===== config.mk =====
export PLATFORM = sky130hd
export DESIGN_NAME = ofifo_flat
export DESIGN_NICKNAME = d
export VERILOG_FILES = /design/src/rtl/ofifo_pkg.sv /design/src/rtl/ofifo_if.sv /design/src/rtl/ofifo_col.sv /design/src/rtl/ofifo.sv /design/src/flat_wrapper.sv
export SDC_FILE = /design/constraint.sdc
export NUM_CORES = 2
export LEC_CHECK = 0
export ABC_AREA = 1
export BUFFER_PORTS_ARGS = -buffer_cell sky130_fd_sc_hd__buf_2
export CORE_ASPECT_RATIO = 1.1
export CORE_MARGIN = 4
export CORE_UTILIZATION = 30
export CTS_CLUSTER_DIAMETER = 100
export CTS_CLUSTER_SIZE = 40
export DETAILED_ROUTE_END_ITERATION = 10
export PLACE_DENSITY = 0.42
export SLEW_MARGIN = 20
export SYNTH_ARGS = -nofsm -noshare
export SYNTH_HDL_FRONTEND = slang
export SYNTH_HIERARCHICAL = 1
export SYNTH_SLANG_ARGS = --single-unit

===== constraint.sdc =====
create_clock -name clk -period 5.4 [get_ports clk]
set_clock_uncertainty 0.15 [all_clocks]
set_input_delay 0.27 -clock clk [delete_from_list [all_inputs] [get_ports clk]]
set_output_delay 0.27 -clock clk [all_outputs]
set_load 0.05 [all_outputs]

===== src/rtl/ofifo_pkg.sv =====
// ---------------------------------------------------------------------------
// ofifo_pkg : shared sizing constants for the output psum FIFO
// Rev 1.0
// ---------------------------------------------------------------------------
`default_nettype none

package ofifo_pkg;

  localparam int OFIFO_COL     = 8;
  localparam int OFIFO_BW_PSUM = 22;
  localparam int OFIFO_DEPTH   = 8;
  localparam int OFIFO_PTR_W   = $clog2(OFIFO_DEPTH) + 1;

endpackage

`default_nettype wire


===== src/rtl/ofifo_if.sv =====
// ---------------------------------------------------------------------------
// ofifo_if : psum push/pop bus between MAC array, OFIFO and consumer
// Optional o_overflow present with OFIFO_OVERFLOW_FLAG_EN.   Rev 1.0
// ---------------------------------------------------------------------------
`default_nettype none

interface ofifo_if
  import ofifo_pkg::*;
#(
  parameter int col     = OFIFO_COL,
  parameter int bw_psum = OFIFO_BW_PSUM
) ();

  logic [col*bw_psum-1:0] in;
  logic [col-1:0]         wr;
  logic                   rd;
  logic [col*bw_psum-1:0] out;
  logic                   o_valid;
  logic                   o_full;
  logic                   o_ready;
`ifdef OFIFO_OVERFLOW_FLAG_EN
  logic                   o_overflow;
`endif

  modport master (
    output in, wr, rd,
    input  out, o_valid, o_full, o_ready
`ifdef OFIFO_OVERFLOW_FLAG_EN
    , input o_overflow
`endif
  );

  modport slave (
    input  in, wr, rd,
    output out, o_valid, o_full, o_ready
`ifdef OFIFO_OVERFLOW_FLAG_EN
    , output o_overflow
`endif
  );

endinterface

`default_nettype wire


===== src/rtl/ofifo_col.sv =====
// ---------------------------------------------------------------------------
// ofifo_col : one column's circular buffer, first-word-fall-through head.
// Rev 1.0
// ---------------------------------------------------------------------------
`default_nettype none

module ofifo_col
  import ofifo_pkg::*;
#(
  parameter int bw_psum = OFIFO_BW_PSUM,
  parameter int depth   = OFIFO_DEPTH
) (
  input  wire logic               clk,
  input  wire logic               reset,
  input  wire logic               wr,
  input  wire logic               rd,
  input  wire logic [bw_psum-1:0] in,
  output logic      [bw_psum-1:0] out,
  output logic                    empty,
  output logic                    full
);

  localparam int ADDR_W = $clog2(depth);
  localparam int PTR_W  = ADDR_W + 1;

  logic [PTR_W-1:0]   wr_ptr_q, wr_ptr_d;
  logic [PTR_W-1:0]   rd_ptr_q, rd_ptr_d;
  logic [bw_psum-1:0] mem_q [depth];
  logic               push;
  logic               pop;

  // Pointers carry one extra wrap bit so full and empty are distinguishable.
  assign empty = (wr_ptr_q == rd_ptr_q);
  assign full  = (wr_ptr_q[ADDR_W] != rd_ptr_q[ADDR_W]) &&
                 (wr_ptr_q[ADDR_W-1:0] == rd_ptr_q[ADDR_W-1:0]);
  assign out   = mem_q[rd_ptr_q[ADDR_W-1:0]];

  always_comb begin
    pop      = rd & ~empty;
    push     = wr & (~full | pop);
    wr_ptr_d = wr_ptr_q;
    rd_ptr_d = rd_ptr_q;
    if (push) wr_ptr_d = wr_ptr_q + PTR_W'(1);
    if (pop)  rd_ptr_d = rd_ptr_q + PTR_W'(1);
  end

  always_ff @(posedge clk or negedge reset) begin
    if (!reset) begin
      wr_ptr_q <= '0;
      rd_ptr_q <= '0;
    end else begin
      wr_ptr_q <= wr_ptr_d;
      rd_ptr_q <= rd_ptr_d;
    end
  end

  // Storage is intentionally not reset; the pointers define what is valid.
  always_ff @(posedge clk) begin
    if (push) mem_q[wr_ptr_q[ADDR_W-1:0]] <= in;
  end

endmodule

`default_nettype wire


===== src/rtl/ofifo.sv =====
// ---------------------------------------------------------------------------
// ofifo : per-column psum FIFOs popped in lock-step by a single rd strobe.
// Optional sticky o_overflow with OFIFO_OVERFLOW_FLAG_EN.   Rev 1.0
// ---------------------------------------------------------------------------
`default_nettype none

module ofifo
  import ofifo_pkg::*;
#(
  parameter int col     = OFIFO_COL,
  parameter int bw_psum = OFIFO_BW_PSUM,
  parameter int depth   = OFIFO_DEPTH
) (
  input wire logic clk,
  input wire logic reset,
  ofifo_if.slave   bus
);

  logic [col-1:0]         empty;
  logic [col-1:0]         full;
  logic [col*bw_psum-1:0] out_w;
  logic                   valid;
  logic                   pop;

  assign valid       = ~|empty;
  assign pop         = bus.rd & valid;
  assign bus.out     = out_w;
  assign bus.o_valid = valid;
  assign bus.o_full  = |full;
  assign bus.o_ready = ~(|full);

  generate
    for (genvar c = 0; c < col; c++) begin : g_col
      ofifo_col #(
        .bw_psum (bw_psum),
        .depth   (depth)
      ) u_col (
        .clk   (clk),
        .reset (reset),
        .wr    (bus.wr[c]),
        .rd    (pop),
        .in    (bus.in[bw_psum*c +: bw_psum]),
        .out   (out_w[bw_psum*c +: bw_psum]),
        .empty (empty[c]),
        .full  (full[c])
      );
    end
  endgenerate

`ifdef OFIFO_OVERFLOW_FLAG_EN
  logic overflow_q, overflow_d;

  // A push into a full column is dropped unless the same edge pops it.
  always_comb begin
    overflow_d = overflow_q | ((|(bus.wr & full)) & ~pop);
  end

  always_ff @(posedge clk or negedge reset) begin
    if (!reset) overflow_q <= 1'b0;
    else        overflow_q <= overflow_d;
  end

  assign bus.o_overflow = overflow_q;
`endif

endmodule

`default_nettype wire


===== src/flat_wrapper.sv =====
// flat-port wrapper written by rule: the top's interface ports become plain ports
module ofifo_flat import ofifo_pkg::*;
#(
  parameter int col     = OFIFO_COL,
  parameter int bw_psum = OFIFO_BW_PSUM,
  parameter int depth   = OFIFO_DEPTH
)
  (clk, reset, bus_in, bus_wr, bus_rd, bus_out, bus_o_valid, bus_o_full, bus_o_ready);
  ofifo_if #(.col(col), .bw_psum(bw_psum)) bus_i ();
  input wire logic clk;
  input wire logic reset;
  input wire logic [$bits(bus_i.in)-1:0] bus_in;
  input wire logic [$bits(bus_i.wr)-1:0] bus_wr;
  input wire logic [$bits(bus_i.rd)-1:0] bus_rd;
  output wire logic [$bits(bus_i.out)-1:0] bus_out;
  output wire logic [$bits(bus_i.o_valid)-1:0] bus_o_valid;
  output wire logic [$bits(bus_i.o_full)-1:0] bus_o_full;
  output wire logic [$bits(bus_i.o_ready)-1:0] bus_o_ready;
  assign bus_i.in = bus_in;
  assign bus_i.wr = bus_wr;
  assign bus_i.rd = bus_rd;
  assign bus_out = bus_i.out;
  assign bus_o_valid = bus_i.o_valid;
  assign bus_o_full = bus_i.o_full;
  assign bus_o_ready = bus_i.o_ready;
  ofifo #(.col(col), .bw_psum(bw_psum), .depth(depth)) u_core (.clk(clk), .reset(reset), .bus(bus_i));
endmodule

Yosys cells after proc, flatten, opt, wreduce, memory -nomap -nowiden
Memory sizes are Yosys's and may differ from the RTL's.
Cells that the tools add are included.
Word-level totals
  memories: 8
  output and inout port bits: 179
  register bits after elaboration: 64
  input port bits: 187
  RAM bits: 1408
Memory list
  u_core.g_col[0].u_col.mem_q: words 8, bits a word 22, read ports 1, clocked after memory_dff 0, write ports 1, RTL line ofifo_col.sv:28  | logic [bw_psum-1:0] mem_q [depth];
  u_core.g_col[1].u_col.mem_q: words 8, bits a word 22, read ports 1, clocked after memory_dff 0, write ports 1, RTL line ofifo_col.sv:28
  u_core.g_col[2].u_col.mem_q: words 8, bits a word 22, read ports 1, clocked after memory_dff 0, write ports 1, RTL line ofifo_col.sv:28
  u_core.g_col[3].u_col.mem_q: words 8, bits a word 22, read ports 1, clocked after memory_dff 0, write ports 1, RTL line ofifo_col.sv:28
  u_core.g_col[4].u_col.mem_q: words 8, bits a word 22, read ports 1, clocked after memory_dff 0, write ports 1, RTL line ofifo_col.sv:28
  u_core.g_col[5].u_col.mem_q: words 8, bits a word 22, read ports 1, clocked after memory_dff 0, write ports 1, RTL line ofifo_col.sv:28
  +2 memories
Cells by class
  mux-type cells: 16
  bitwise operators: 42
  equal/unequal tests: 24
  add/sub/neg operators: 16
  reduce and logical (&&, ||, !) cells: 11
Operators by type and width (number)
  adder 4 x 1 -> 4 bit (second input constant): 16
  == test 4 bit: 8
  == test 3 bit: 8
  AND 1 bit: 17
  NOT 1 bit: 17
  2-to-1 mux 1 bit: 16
  OR reduction 8 bit: 2
  logical AND 1 bit: 8
  != test 1 bit: 8
  OR 1 bit: 8
  zero test 1 bit: 1

Longest topological paths before layout
  depth in word-level cells: 9
  gate-level depth with buffers: 15

Hierarchy
The synthesis kept the hierarchy.
Modules (own cells, without submodules)
  ofifo_col: instances 8, cells an instance 577, sequential area each 5485.3 um^2, area an instance 7328.3 um^2
  ofifo: instances 1, cells an instance 15, sequential area each 0.0 um^2, area an instance 65.1 um^2

Least setup slack after synthesis
No wires, ideal clock.
  path kind: register to register
  from: register u_core.g_col[1].u_col.rd_ptr_q[3]
  to: memory u_core/g_col[7].u_col/mem_q[2][0] (netlist bit) (enable)
  stages on the path, launching flop included: 12
  data arrival time: 4.435 ns
  setup slack: 0.414 ns
  buffers on the path: 0
  data required time: 4.849 ns
  cells stage by stage: dfrtp_1 > xor2_1 > inv_1 > nand3_2 > inv_1 > nor2_1 > nand2_1 > nor3_2 > inv_1 > nand4_4 > nand3_1 > nor2_1
On the way
  word-level cells in the longest chain between the ends: 9
Ends and longest elaborated chain
  from (decl): RTL line ofifo_col.sv:27  | logic [PTR_W-1:0] rd_ptr_q, rd_ptr_d;
  from (signal assigned): RTL line ofifo_col.sv:53  | rd_ptr_q <= rd_ptr_d;
  == test 4 bit: RTL line ofifo_col.sv:33  | assign empty = (wr_ptr_q == rd_ptr_q);
  named net u_core.empty[1]: RTL line ofifo.sv:19  | logic [col-1:0] empty;
  OR reduction 8 bit: RTL line ofifo.sv:25  | assign valid = ~|empty;
  zero test 1 bit: RTL line ofifo.sv:25
  AND 1 bit: RTL line ofifo.sv:26  | assign pop = bus.rd & valid;
  named net u_core.pop: RTL line ofifo.sv:23  | logic pop;
  AND 1 bit: RTL line ofifo_col.sv:39  | pop = rd & ~empty;
  OR 1 bit: RTL line ofifo_col.sv:40  | push = wr & (~full | pop);
  AND 1 bit: RTL line ofifo_col.sv:40
  2-to-1 mux 1 bit: RTL line ofifo_col.sv:59  | if (push) mem_q[wr_ptr_q[ADDR_W-1:0]] <= in;
  2-to-1 mux 1 bit (implied by the code): RTL line ofifo_col.sv:59
  to (decl): RTL line ofifo_col.sv:28
The timed path passes the listed nets, and every way through them passes these cells.

Final worst setup path
  from: register u_core.g_col[1].u_col.rd_ptr_q[0]
  to: memory u_core/g_col[4].u_col/mem_q[4][13] (netlist bit) (enable)
On the way
  word-level cells in the longest chain between the ends: 9
Ends and longest elaborated chain (RTL line)
  == test 4 bit: ofifo_col.sv:33
  named net u_core.empty[1]: ofifo.sv:19
  OR reduction 8 bit: ofifo.sv:25
  zero test 1 bit: ofifo.sv:25
  AND 1 bit: ofifo.sv:26
  named net u_core.pop: ofifo.sv:23
  AND 1 bit: ofifo_col.sv:39
  OR 1 bit: ofifo_col.sv:40
  AND 1 bit: ofifo_col.sv:40
  2-to-1 mux 1 bit: ofifo_col.sv:59
  2-to-1 mux 1 bit (implied by the code): ofifo_col.sv:59
  to (decl): ofifo_col.sv:28
The timed path passes the listed nets, and every way through them passes these cells.

==> results.md <==
* Crit path kind: flip-flop to flip-flop
* Cell variety after synth at 28
* Status: finished clean
* Main synth FF type: edfxtp_1
* Area grow syn2layout at 15.15%
* Min-delay src: bus_in[33]
* Hold Path Class: input port to flip-flop
* Root Buffer: clkbuf_16
* # IOs at 366
* Full die area at 202800 um2
* Row count at 170
* Reg-to-reg endpoint: u_core/g_col[4].u_col/mem_q[4][13]
* Async set-reset flop share out of synthesis at 4.348%
* Syn nets at 4834
* H-tree depth at 2
* Tot Pwr at 37960 uW
* Worst path top cell family by delay: simple AND/OR/NAND/NOR gates
* Mapped Cells at 4631
* Period utilisation layout at 77.74%
* DRC violation total after the first TritonRoute iteration at 2509
* Pre-antenna DRT Iters at 5
* Initial antenna violation count at 20
* Clock Sink Count at 1472
* Final core occ at 34.69%
* Critical Path Source: u_core/g_col[1].u_col/rd_ptr_q[0]
* FF-to-FF path depth at 14
* Pre-CTS setup slack at 1.093 ns
* Pleak at 0.02328 uW
* Met3 wire len at 6107 um
* Commonest cells post-synth: 1408 x edfxtp_1, 792 x nor2_1, 753 x nand2_1
* Hpwl dp at 95990 um
* Layout Nets at 5271
* Buffer and inverter count on the worst path at 4
* F_max at 238.2 MHz
* Wire length per cell at 20.65 um
* Reg2reg setup slack at 1.20 ns
* CTS tree: built
* WP depth at 14
* Worst Path Arrival at 4.50 ns
* Critical-path maximum fanout at 35
* Via-per-instance ratio at 4.757
* Max layer used: met5
* Slowest cell on the critical path: dfrtp_2
* DR vias at 36640
* Worst r2r src: u_core/g_col[1].u_col/rd_ptr_q[0]
* Bufs on Longest Clock Path at 3
* Clock transition at path regs at 0.14 ns
* Met2 Routed Length at 75470 um
* EDFF count, synth at 1408
* Starting Density at 30.12%
* Slowest stage delay, CP at 0.82 ns
* Mapped Avg Cell Area at 12.67 um2
* Count leader, synth: edfxtp_1
* Final Hold Violating Endpoints at 0
* # fillers at 19330
* Core area at 194800 um2
* Die Wd at 429.7 um
* Vias in the first global route at 36030
* RSZ-0062 raised after global routing: false
* Die height at 471.9 um
* Seq cells post-synth at 1472
* Hold endpoint: u_core/g_col[1].u_col/mem_q[5][11]
* Synthesized area at 58690 um2
* Top post-synthesis cells by area: edfxtp_1 72%, o21ai_0 5.1%, nor2_1 5.1%, nand2_1 4.8%, o22ai_1 3.8%
* PwrDens at 561.7 nW/um2
* Final setup viols at 0
* Tightest Pin Transition at 1.173 ns
* Gr usage total at 15.15%
* Rel. slew slack at 21.72%
* Area leader, netlist: edfxtp_1
* Residual DRC count at 0
* Worst vdd ir at 525.7 uV
* M1 wire length at 72750 um
* GRT overflow at 0
* Final WS setup at 1.202 ns
* Routability cong. at 0.7937
* Sequential share of the synthesized area at 74.77%
* Hold slack at 0.1674 ns
* Fin crit period at 4.198 ns
* PostCTS Resize Cnt at 0
* Hold path cells at 2
* Startpoint Class: flip-flop
* Yosys warning count at 6
* Most numerous cell on the critical path: nand2_1
* Routed Antenna Nets at 0
* Worst-Skew Late Latency at 0.76 ns
* WL final at 159000 um
* Share of post-route cells with drive strength above 1 at 13.62%
* Port Buffers at 365
* Crit-path cells: nand2_1 -> nand2_1 -> nor2_4 -> nand3_2 -> inv_1 -> nor2_1 -> nand2_1 -> nor3_4 -> buf_4 -> inv_1 -> nand4_4 -> nand3_1 -> nor2_2 -> buf_4
* Largest net degree at the start of global routing at 90
* Max cap viols at 0
* Area share of the largest cell type after synthesis at 72.04%
* Global-route wire length before repair at 236500 um
* Pins over their slew limit at 0
* CP Capture Type: flip-flop
* CTS Buf Count at 56
* WP data required at 5.71 ns
* Sum Neg Setup Slack at 0 ns
==> layout make-up <==
| type | instances | area [um2] | area share [%] |
|---|---|---|---|
| Sequential cell | 1472 | 43890 | 64.94 |
| Multi-Input combinational cell | 2797 | 13380 | 19.80 |
| Timing Repair Buffer | 652 | 4547 | 6.728 |
| Tap cell | 2580 | 3228 | 4.776 |
| Clock buffer | 63 | 1470 | 2.175 |
| Clock inverter | 38 | 685.7 | 1.015 |
| Inverter | 89 | 354.1 | 0.5239 |
| Antenna cell | 11 | 27.53 | 0.04073 |
==> flip-flops by register name, summed over array words and instances, names as in the netlist <==
signal and count:
u_core/g_col.u_col/wr_ptr_q 32, u_core/g_col.u_col/mem_q 1408, u_core/g_col.u_col/rd_ptr_q 32
==> worst max path at each step <==
stage          slack (ns)                            endpoint
6_report             1.20  u_core/g_col[4].u_col/mem_q[4][13]
5_1_grt              0.82  u_core/g_col[4].u_col/mem_q[4][13]
4_1_cts              1.06   u_core/g_col[4].u_col/mem_q[4][8]
3_5_place_dp         1.09   u_core/g_col[4].u_col/mem_q[4][7]
3_3_place_gp         1.13   u_core/g_col[4].u_col/mem_q[4][7]
2_1_floorplan        0.41   u_core/g_col[7].u_col/mem_q[2][0]
==> layer usage <==
layer	GRT usage (%)	vias up
met5	0	-
met4	4.227	4
met3	2.057	160
met2	24.94	630
met1	21.00	18360
li1	-	17490
==> cell usage in the layout, fill, tap and decap left out, types with 11 or more instances in the layout <==
cell           count
edfxtp_1        1408
nand2_1          753
nor2_1           736
o21ai_0          598
buf_2            364
o22ai_1          352
dlygate4sd3_1    187
o21ai_1          107
buf_4             94
inv_1             81
nand3_1           81
clkbuf_16         58
dfrtp_1           56
nor2_2            49
xnor2_1           17
xor2_1            16
ha_1              16
nor2_4            15
nand2_4           15
diode_2           11
==> repair_timing <==
item,4_1_cts,5_1_grt
endpoints found under the hold margin,1704,0
setup endpoints to repair,0,0
hold buffers,188,0
setup buffers,0,0
==> where the power goes <==
group          switching [uW]  internal (uW)
Sequential                782          14300
Clock                    3920           2350
Combinational           12700           3910
==> worst register-to-register path, cell delays in order (launching register included) <==
cell and delay, ns:
dfrtp_2 0.82, nand2_1 0.13, nand2_1 0.13, nor2_4 0.06
nand3_2 0.12, inv_1 0.06, nor2_1 0.30, nand2_1 0.18
nor3_4 0.25, buf_4 0.34, inv_1 0.15, nand4_4 0.15
nand3_1 0.19, nor2_2 0.53, buf_4 0.34
==> cell families (layout without fill, tap and decap cells) <==
| family | count (synthesis) | in the layout | share of synthesized area [%] |
|---|---|---|---|
| and+or+nand+nor | 1676 | 1676 | 11.57 |
| DFF | 1472 | 1472 | 74.77 |
| AOI/OAI and AO/OA | 1064 | 1064 | 9.868 |
| xor gates and xnor gates | 41 | 41 | 0.7141 |
| other | 0 | 11 | 0 |
| buffers and inverters | 362 | 842 | 2.744 |
| adders and majority gates | 16 | 16 | 0.3411 |
==> stage by stage <==
step | instance area, um2 | cells
global route | 67560 | 7694
global placement | 63500 | 7402
finish | 67580 | 7702
floorplan | 58690 | 4631
CTS | 67560 | 7691
detailed placement | 63500 | 7402
(Power assumes the default switching activity.)
